<file path="src/rtl/piso_stream_ctrl_pkg.sv">
// Shared definitions for the PISO stream controller: FSM state encoding and
// a width helper used to size the bit and gap counters.
package piso_stream_ctrl_pkg;

   typedef enum logic [1:0] {
      ST_IDLE  = 2'd0,
      ST_SHIFT = 2'd1,
      ST_GAP   = 2'd2
   } state_t;

   // Bits needed to count 0..value-1, never less than one.
   function automatic int clog2_min1(input int value);
      int width;
      width = 0;
      while ((1 << width) < value) width = width + 1;
      return (width < 1) ? 1 : width;
   endfunction

endpackage

</file>
<file path="src/rtl/piso_shreg.sv">
// Parallel-in/serial-out shift register datapath. Load wins over shift; the
// register zero-fills as bits leave through the output end.
module piso_shreg #(
   parameter int WIDTH     = 4,
   parameter bit MSB_FIRST = 1'b1
) (
   input  logic             clk,
   input  logic             reset,
   input  logic             load,
   input  logic             shift,
   input  logic [WIDTH-1:0] d,
   output logic             q
);

   logic [WIDTH-1:0] data;

   // NOTE: sequential state is written with <= so every flop samples the
   // pre-edge values, independent of statement order across processes.
   always_ff @(posedge clk) begin
      if (reset) begin
         data <= '0;
      end else if (load) begin
         data <= d;
      end else if (shift) begin
         data <= MSB_FIRST ? (data << 1) : (data >> 1);
      end
   end

   assign q = MSB_FIRST ? data[WIDTH-1] : data[0];

endmodule

</file>
<file path="src/rtl/piso_stream_ctrl.sv">
// Serializer controller: accepts words over valid/ready, drives the PISO
// datapath and frames the serial stream with an optional idle gap per word.
module piso_stream_ctrl
   import piso_stream_ctrl_pkg::*;
#(
   parameter int WIDTH     = 4,
   parameter bit MSB_FIRST = 1'b1,
   parameter int GAP       = 0
) (
   input  logic             clk,
   input  logic             reset,
   input  logic [WIDTH-1:0] pi,
   input  logic             pi_valid,
   output logic             pi_ready,
   output logic             so,
   output logic             so_valid,
   output logic             so_first,
   output logic             so_last,
   output logic             busy
);

   localparam int CW = clog2_min1(WIDTH);
   localparam int GW = clog2_min1(GAP);
   localparam logic [CW-1:0] LAST_BIT = CW'(WIDTH - 1);
   localparam logic [GW-1:0] LAST_GAP = GW'((GAP > 0) ? GAP - 1 : 0);

   state_t          state, state_next;
   logic [CW-1:0]   bit_cnt, bit_cnt_next;
   logic [GW-1:0]   gap_cnt, gap_cnt_next;
   logic            load, shift, shreg_q;

   always_ff @(posedge clk) begin
      if (reset) begin
         state   <= ST_IDLE;
         bit_cnt <= '0;
         gap_cnt <= '0;
      end else begin
         state   <= state_next;
         bit_cnt <= bit_cnt_next;
         gap_cnt <= gap_cnt_next;
      end
   end

   // NOTE: every signal driven here gets a default first, so no path through
   // the case statement can leave one unassigned and infer a latch.
   always_comb begin
      state_next   = state;
      bit_cnt_next = bit_cnt;
      gap_cnt_next = gap_cnt;
      load         = 1'b0;
      shift        = 1'b0;
      pi_ready     = 1'b0;
      so_valid     = 1'b0;
      so_first     = 1'b0;
      so_last      = 1'b0;

      unique case (state)
         ST_IDLE: begin
            pi_ready = !reset;
            if (pi_valid && pi_ready) begin
               load         = 1'b1;
               bit_cnt_next = '0;
               state_next   = ST_SHIFT;
            end
         end

         ST_SHIFT: begin
            so_valid     = 1'b1;
            so_first     = (bit_cnt == '0);
            so_last      = (bit_cnt == LAST_BIT);
            shift        = 1'b1;
            bit_cnt_next = bit_cnt + 1'b1;
            if (so_last) begin
               bit_cnt_next = '0;
               if (GAP > 0) begin
                  gap_cnt_next = '0;
                  state_next   = ST_GAP;
               end else begin
                  // Back-to-back handoff: a reload here keeps so_valid high.
                  pi_ready = !reset;
                  if (pi_valid && pi_ready) load = 1'b1;
                  else                      state_next = ST_IDLE;
               end
            end
         end

         ST_GAP: begin
            if (gap_cnt == LAST_GAP) state_next = ST_IDLE;
            else                     gap_cnt_next = gap_cnt + 1'b1;
         end

         default: state_next = ST_IDLE;
      endcase
   end

   piso_shreg #(
      .WIDTH     (WIDTH),
      .MSB_FIRST (MSB_FIRST)
   ) u_shreg (
      .clk   (clk),
      .reset (reset),
      .load  (load),
      .shift (shift),
      .d     (pi),
      .q     (shreg_q)
   );

   assign so   = so_valid & shreg_q;
   assign busy = (state != ST_IDLE);

endmodule
</file>
<file path="config.mk">
export PLATFORM = sky130hd
export DESIGN_NAME = piso_stream_ctrl
export DESIGN_NICKNAME = d
export VERILOG_FILES = /design/src/rtl/piso_stream_ctrl_pkg.sv /design/src/rtl/piso_shreg.sv /design/src/rtl/piso_stream_ctrl.sv
export SDC_FILE = /design/constraint.sdc
export NUM_CORES = 1
export LEC_CHECK = 0
export ABC_AREA = 1
export CAP_MARGIN = 20
export CORE_AREA = 2 2 39 41
export DETAILED_ROUTE_END_ITERATION = 10
export DIE_AREA = 0 0 41 43
export GPL_ROUTABILITY_DRIVEN = 0
export PLACE_DENSITY_LB_ADDON = 0.3
export REMOVE_ABC_BUFFERS = 1
export SLEW_MARGIN = 20
export SYNTH_ARGS = -nofsm -noshare
export SYNTH_HDL_FRONTEND = slang
export SYNTH_HIERARCHICAL = 1
export SYNTH_SLANG_ARGS = --single-unit
</file>
<file path="constraint.sdc">
create_clock -name clk -period 2.6 [get_ports clk]
set_input_delay 0.26 -clock clk [delete_from_list [all_inputs] [get_ports clk]]
set_output_delay 0.26 -clock clk [all_outputs]
set_load 0.02 [all_outputs]
</file>
**Yosys cells after proc, flatten, opt, wreduce, memory -nomap -nowiden**

Index checks and enable logic that the tools add are counted.

- Input port bits: 7
- Register bits: 9
- Output and inout port bits: 6
- Word-level logic and storage cells: 42

- Bitwise logic cells: 1
- $add $sub $neg: 2
- Equal/unequal tests: 7
- Multiplexer cells: 19
- Reduce and logical (&&, ||, !) cells: 9

Operators with widths:

| operator | count |
|---|---|
| 2-to-1 mux 2 bit | 6 |
| 2-to-1 mux 4 bit | 2 |
| != test 2 bit, second input constant | 4 |
| 2-to-1 mux 1 bit | 7 |
| one-hot mux 2 bit (3 select lines) | 1 |
| nonzero test 2 bit | 3 |
| == test 2 bit, second input constant | 2 |
| zero test 2 bit | 2 |
| one-hot mux 1 bit (2 select lines) | 2 |
| one-hot mux 2 bit (2 select lines) | 1 |
| AND reduction 4 bit | 1 |
| adder 2 x 1 -> 2 bit, second input constant | 1 |
| == test 2 x 1 -> 1 bit, second input constant | 1 |
| AND reduction 2 bit | 1 |
| adder 1 bit, second input constant | 1 |
| AND 1 bit | 1 |
| logical AND 1 bit | 1 |
| zero test 1 bit | 1 |

**Logic depth before layout (Yosys ltp)**

- Depth in word-level cells: 6
- Gate-level depth with buffers: 8
- Depth with buffers taken out: 8

**By module**

The synthesis kept the hierarchy.

By module, submodules not included:

| module | times used | area an instance (µm²) | seq. area each (µm²) | cells each |
|---|---|---|---|---|
| piso_stream_ctrl | 1 | 255.2 | 60.1 | 36 |
| piso_shreg | 1 | 187.7 | 80.1 | 29 |

**Worst setup path before layout**

No wires, ideal clock.

- Path kind: reg-to-reg
- Start: register state[0]
- End: register state[0]
- Stages on the path, launching flop included: 6
- Slack: 1249 ps
- Arrival time: 1233 ps
- Buffers on the path: 1
- Period minus slack after synthesis: 1351 ps
- Required time: 2482 ps
- Library setup time: 118 ps
- Cells stage by stage: dfxtp_1 -> buf_6 -> inv_1 -> ha_1 -> o21ai_1 -> a21oi_2

- Elaborated cells on any way between the ends: 9
- Those cells by class: 6 x eq/ne; 1 x mux; 2 x reduce/logical

RTL lines:

| element | line | text |
|---|---|---|
| start: declaration | piso_stream_ctrl.sv:27 | `state_t state, state_next;` |
| start signal: assignment | piso_stream_ctrl.sv:38 | `state <= state_next;` |
| == test 2 bit, or another cell as far along | piso_stream_ctrl.sv:57 | `unique case (state)` |
| one-hot mux 2 bit (3 select lines) * | piso_stream_ctrl.sv:57 |  |
| net state_next[0] | piso_stream_ctrl.sv:27 |  |

The timed path passes the listed nets; every way through them passes the cells marked *.
A chain may end at the register's enable or synchronous reset.

**Worst setup path after layout**

- Start: register state[0]
- End: output so_first

- Longest elaborated chain between the ends: 2

RTL lines:

| element | line | text |
|---|---|---|
| == test 2 x 1 -> 1 bit | piso_stream_ctrl.sv:57 |  |
| 2-to-1 mux 1 bit | piso_stream_ctrl.sv:57 |  |
| end: declaration | piso_stream_ctrl.sv:17 | `output logic so_first,` |

No other way between the ends.

==> results by group <==
Logic synthesis
  – Sequential area share after synthesis: 31.6%
  – Post-synthesis area per instance: 6.81 sq um
  – Cell area after synthesis: 443 sq um
  – FF+latch count, synth: 7
  – Unique masters post-synth: 16
  – Mapped Cells: 65
  – Yosys Warn Count: 6

Clock tree
  – CTS tree: yes
  – CTS sink count: 7
  – Clk Latency, worst-skew pair: around 0.25 ns
  – Setup Buffers After CTS: 0
  – Clock buffer count from CTS: 3
  – Post-CTS sizing: 0
  – Clk slew on worst S/H paths: ~0.05 ns
  – Clock tree root driver cell: clkbuf_4
  – H-tree Lvls: 1
  – Hold Buf Count CTS: 0
  – Clock buffer depth: 2

Detailed routing
  – Number of DRC markers in iteration 0: 5
  – Drt pass-1 iters: 7
  – DR WL/cell: 8.82 um
  – DR DRC count: 0
  – Detail Route Antenna Nets: 0
  – Vias per inst: 4.31
  – Vias: 409
  – Final wirelength: 838 um

Power and ir drop
  – Psw: a little over 0.1 mW
  – Clk pwr share: 31.1%
  – Final Power: 0.322 mW
  – Cell Int Power: between 0.2 and 0.25 mW
  – Seq pwr share: 41.4%
  – Leakage: around 0.30 nW
  – Pwr dens: 546 nW/um^2
  – Max IR drop VDD: ~220 uV
  – Switching part of the total: 32.1%
  – Logic pwr share: 27.5%

Floorplanning
  – Starting Density: 32.0%
  – Row count: 14
  – Die span in y: 43 um
  – Boundary Pins: 13
  – Die width: 41 um
  – Total die area: 1760 sq um
  – Core area: 1380 sq um

Timing
  – Slew HR: 62.5%
  – Fmax achieved: between 0.5 and 0.6 GHz
  – Slew @ Worst Pin: 0.562 ns
  – Final count of hold timing violations: 0
  – RSZ-0062 raised after global routing: no
  – Post-layout minimum cycle time: around 2 ns
  – Crit share post-route: 74.8%
  – Setup TNS: 0 ns
  – # setup viols final: 0
  – Fin. max-slew vios: 0
  – Layout Skew: 0.00399 ns

Worst setup path
  – CP Max Fanout: 16
  – CP arrival: between 1.5 and 2 ns
  – Kind of end point of the critical path: output pin
  – Startpoint types: flip-flop
  – Worst EP required: 2.34 ns
  – CP Class: reg -> out

Run
  – Max Cap Viol: 0

GRT
  – Initial antenna violation count: 0
  – First-pass GRT wire length: 1310 um
  – Largest net degree at the start of global routing: 17
  – Gr ovfl total: 0
  – GRT Overall Usage: 11.3%
  – Vias in the first global route: 341

Place
  – I/O Buffers: 12
  – Post-DP HPWL: between 600 and 700 um
  – Cell count after placement: 91

Finish
  – Final net count: 91
  – Number of antenna diodes: 0
  – Core Util, Final: between 40% and 50%
  – Final cell count without fillers: 95
  – Share of layout cells above drive strength 1: 12.7%
  – Synth-to-Final Area Change: 33.3%

Hold path
  – Hold crit path type: reg -> reg

Run status
  – Run status: complete, no violations
==> cells in the final DEF, fill, tap and decap left out, drive strengths merged <==
cell type      synthesis  layout
a21oi                  7       7
inv                   16      16
nor2                   2       2
dfxtp                  7       7
ha                     4       4
clkbuf                 0       4
nand2                 20      20
nand3                  5       5
o21ai                  2       2
clkdlybuf4s50          0      12
==> cell usage after synthesis, drive strengths merged <==
cell type / count / area share [%]
nand2: 20 / 18
inv: 16 / 14
a21oi: 7 / 10
dfxtp: 7 / 32
nand3: 5 / 6.8
ha: 4 / 11
buf: 2 / 4.2
nor2: 2 / 2.3
o21ai: 2 / 2.3
==> kinds of logic after synthesis <==
| group | count (synthesis) | share of synthesized area (%) |
|---|---|---|
| and+or+nand+nor | 27 | 26.6 |
| AOI/OAI and AO/OA | 9 | 12.7 |
| DFF | 7 | 31.6 |
| buffers and inverters | 18 | 17.8 |
| adders and majority gates | 4 | 11.3 |
==> metal layers <==
metal  GRT usage, %  share of wire (%)  vias up  wire [um]
li1               -                  -      222          -
met1           13.3                 46      174        383
met2           15.6                 47       11        396
met3           3.14                5.7        2         48
met4           10.0                1.2        0         10
met5              0                  0        -          0
==> per-stage QoR <==
step | area (sq um) | setup slack (ns) | hold slack, ns
6_report | 591 | 0.655 | 0.460
2_1_floorplan | 424 | 1.02 | 0.322
5_1_grt | 591 | 0.479 | 0.480
3_5_place_dp | 564 | 0.700 | 0.459
3_3_place_gp | 564 | 0.742 | 0.465
4_1_cts | 591 | 0.626 | 0.467
==> critical path, cell delays in order, from the launching register on <==
cell and delay (ns):
dfxtp_1 0.67, nand2_1 0.09, inv_1 0.07, clkdlybuf4s50_1 0.60
==> path summary, 6_finish.rpt <==
check	slack [ns]	depth (start not counted)	startpoint	end
max	0.66	3	state[0]	so_first
min	0.46	2	u_shreg/data[0]	u_shreg/data[0]
max reg2reg	1.07	4	state[0]	u_shreg/data[2]
min reg2reg	0.46	2	u_shreg/data[0]	u_shreg/data[0]
==> flip-flops by register name, summed over array words and instances, names as in the netlist <==
register      count
state             1
bit_cnt           2
u_shreg/data      4
==> power groups by stage <==
stage	registers, mW	logic, mW	clock network (mW)
floorplan	0.138	0.0487	0
global placement	0.136	0.0887	0
detailed placement	0.136	0.0893	0
CTS	0.134	0.0896	0.103
global route	0.136	0.0985	0.115
finish	0.133	0.0886	0.100
==> area by class of cell <==
| cell class | count | area [sq um] |
|---|---|---|
| fillers | 155 | 793 |
| multi-input cells | 40 | 224 |
| flip-flops and latches | 7 | 140 |
| repair buffers | 12 | 120 |
| inverters | 16 | 60.1 |
| clock buffers | 4 | 26.3 |
| well taps | 16 | 20.0 |
Note: power is estimated with default switching activity, not from simulation.
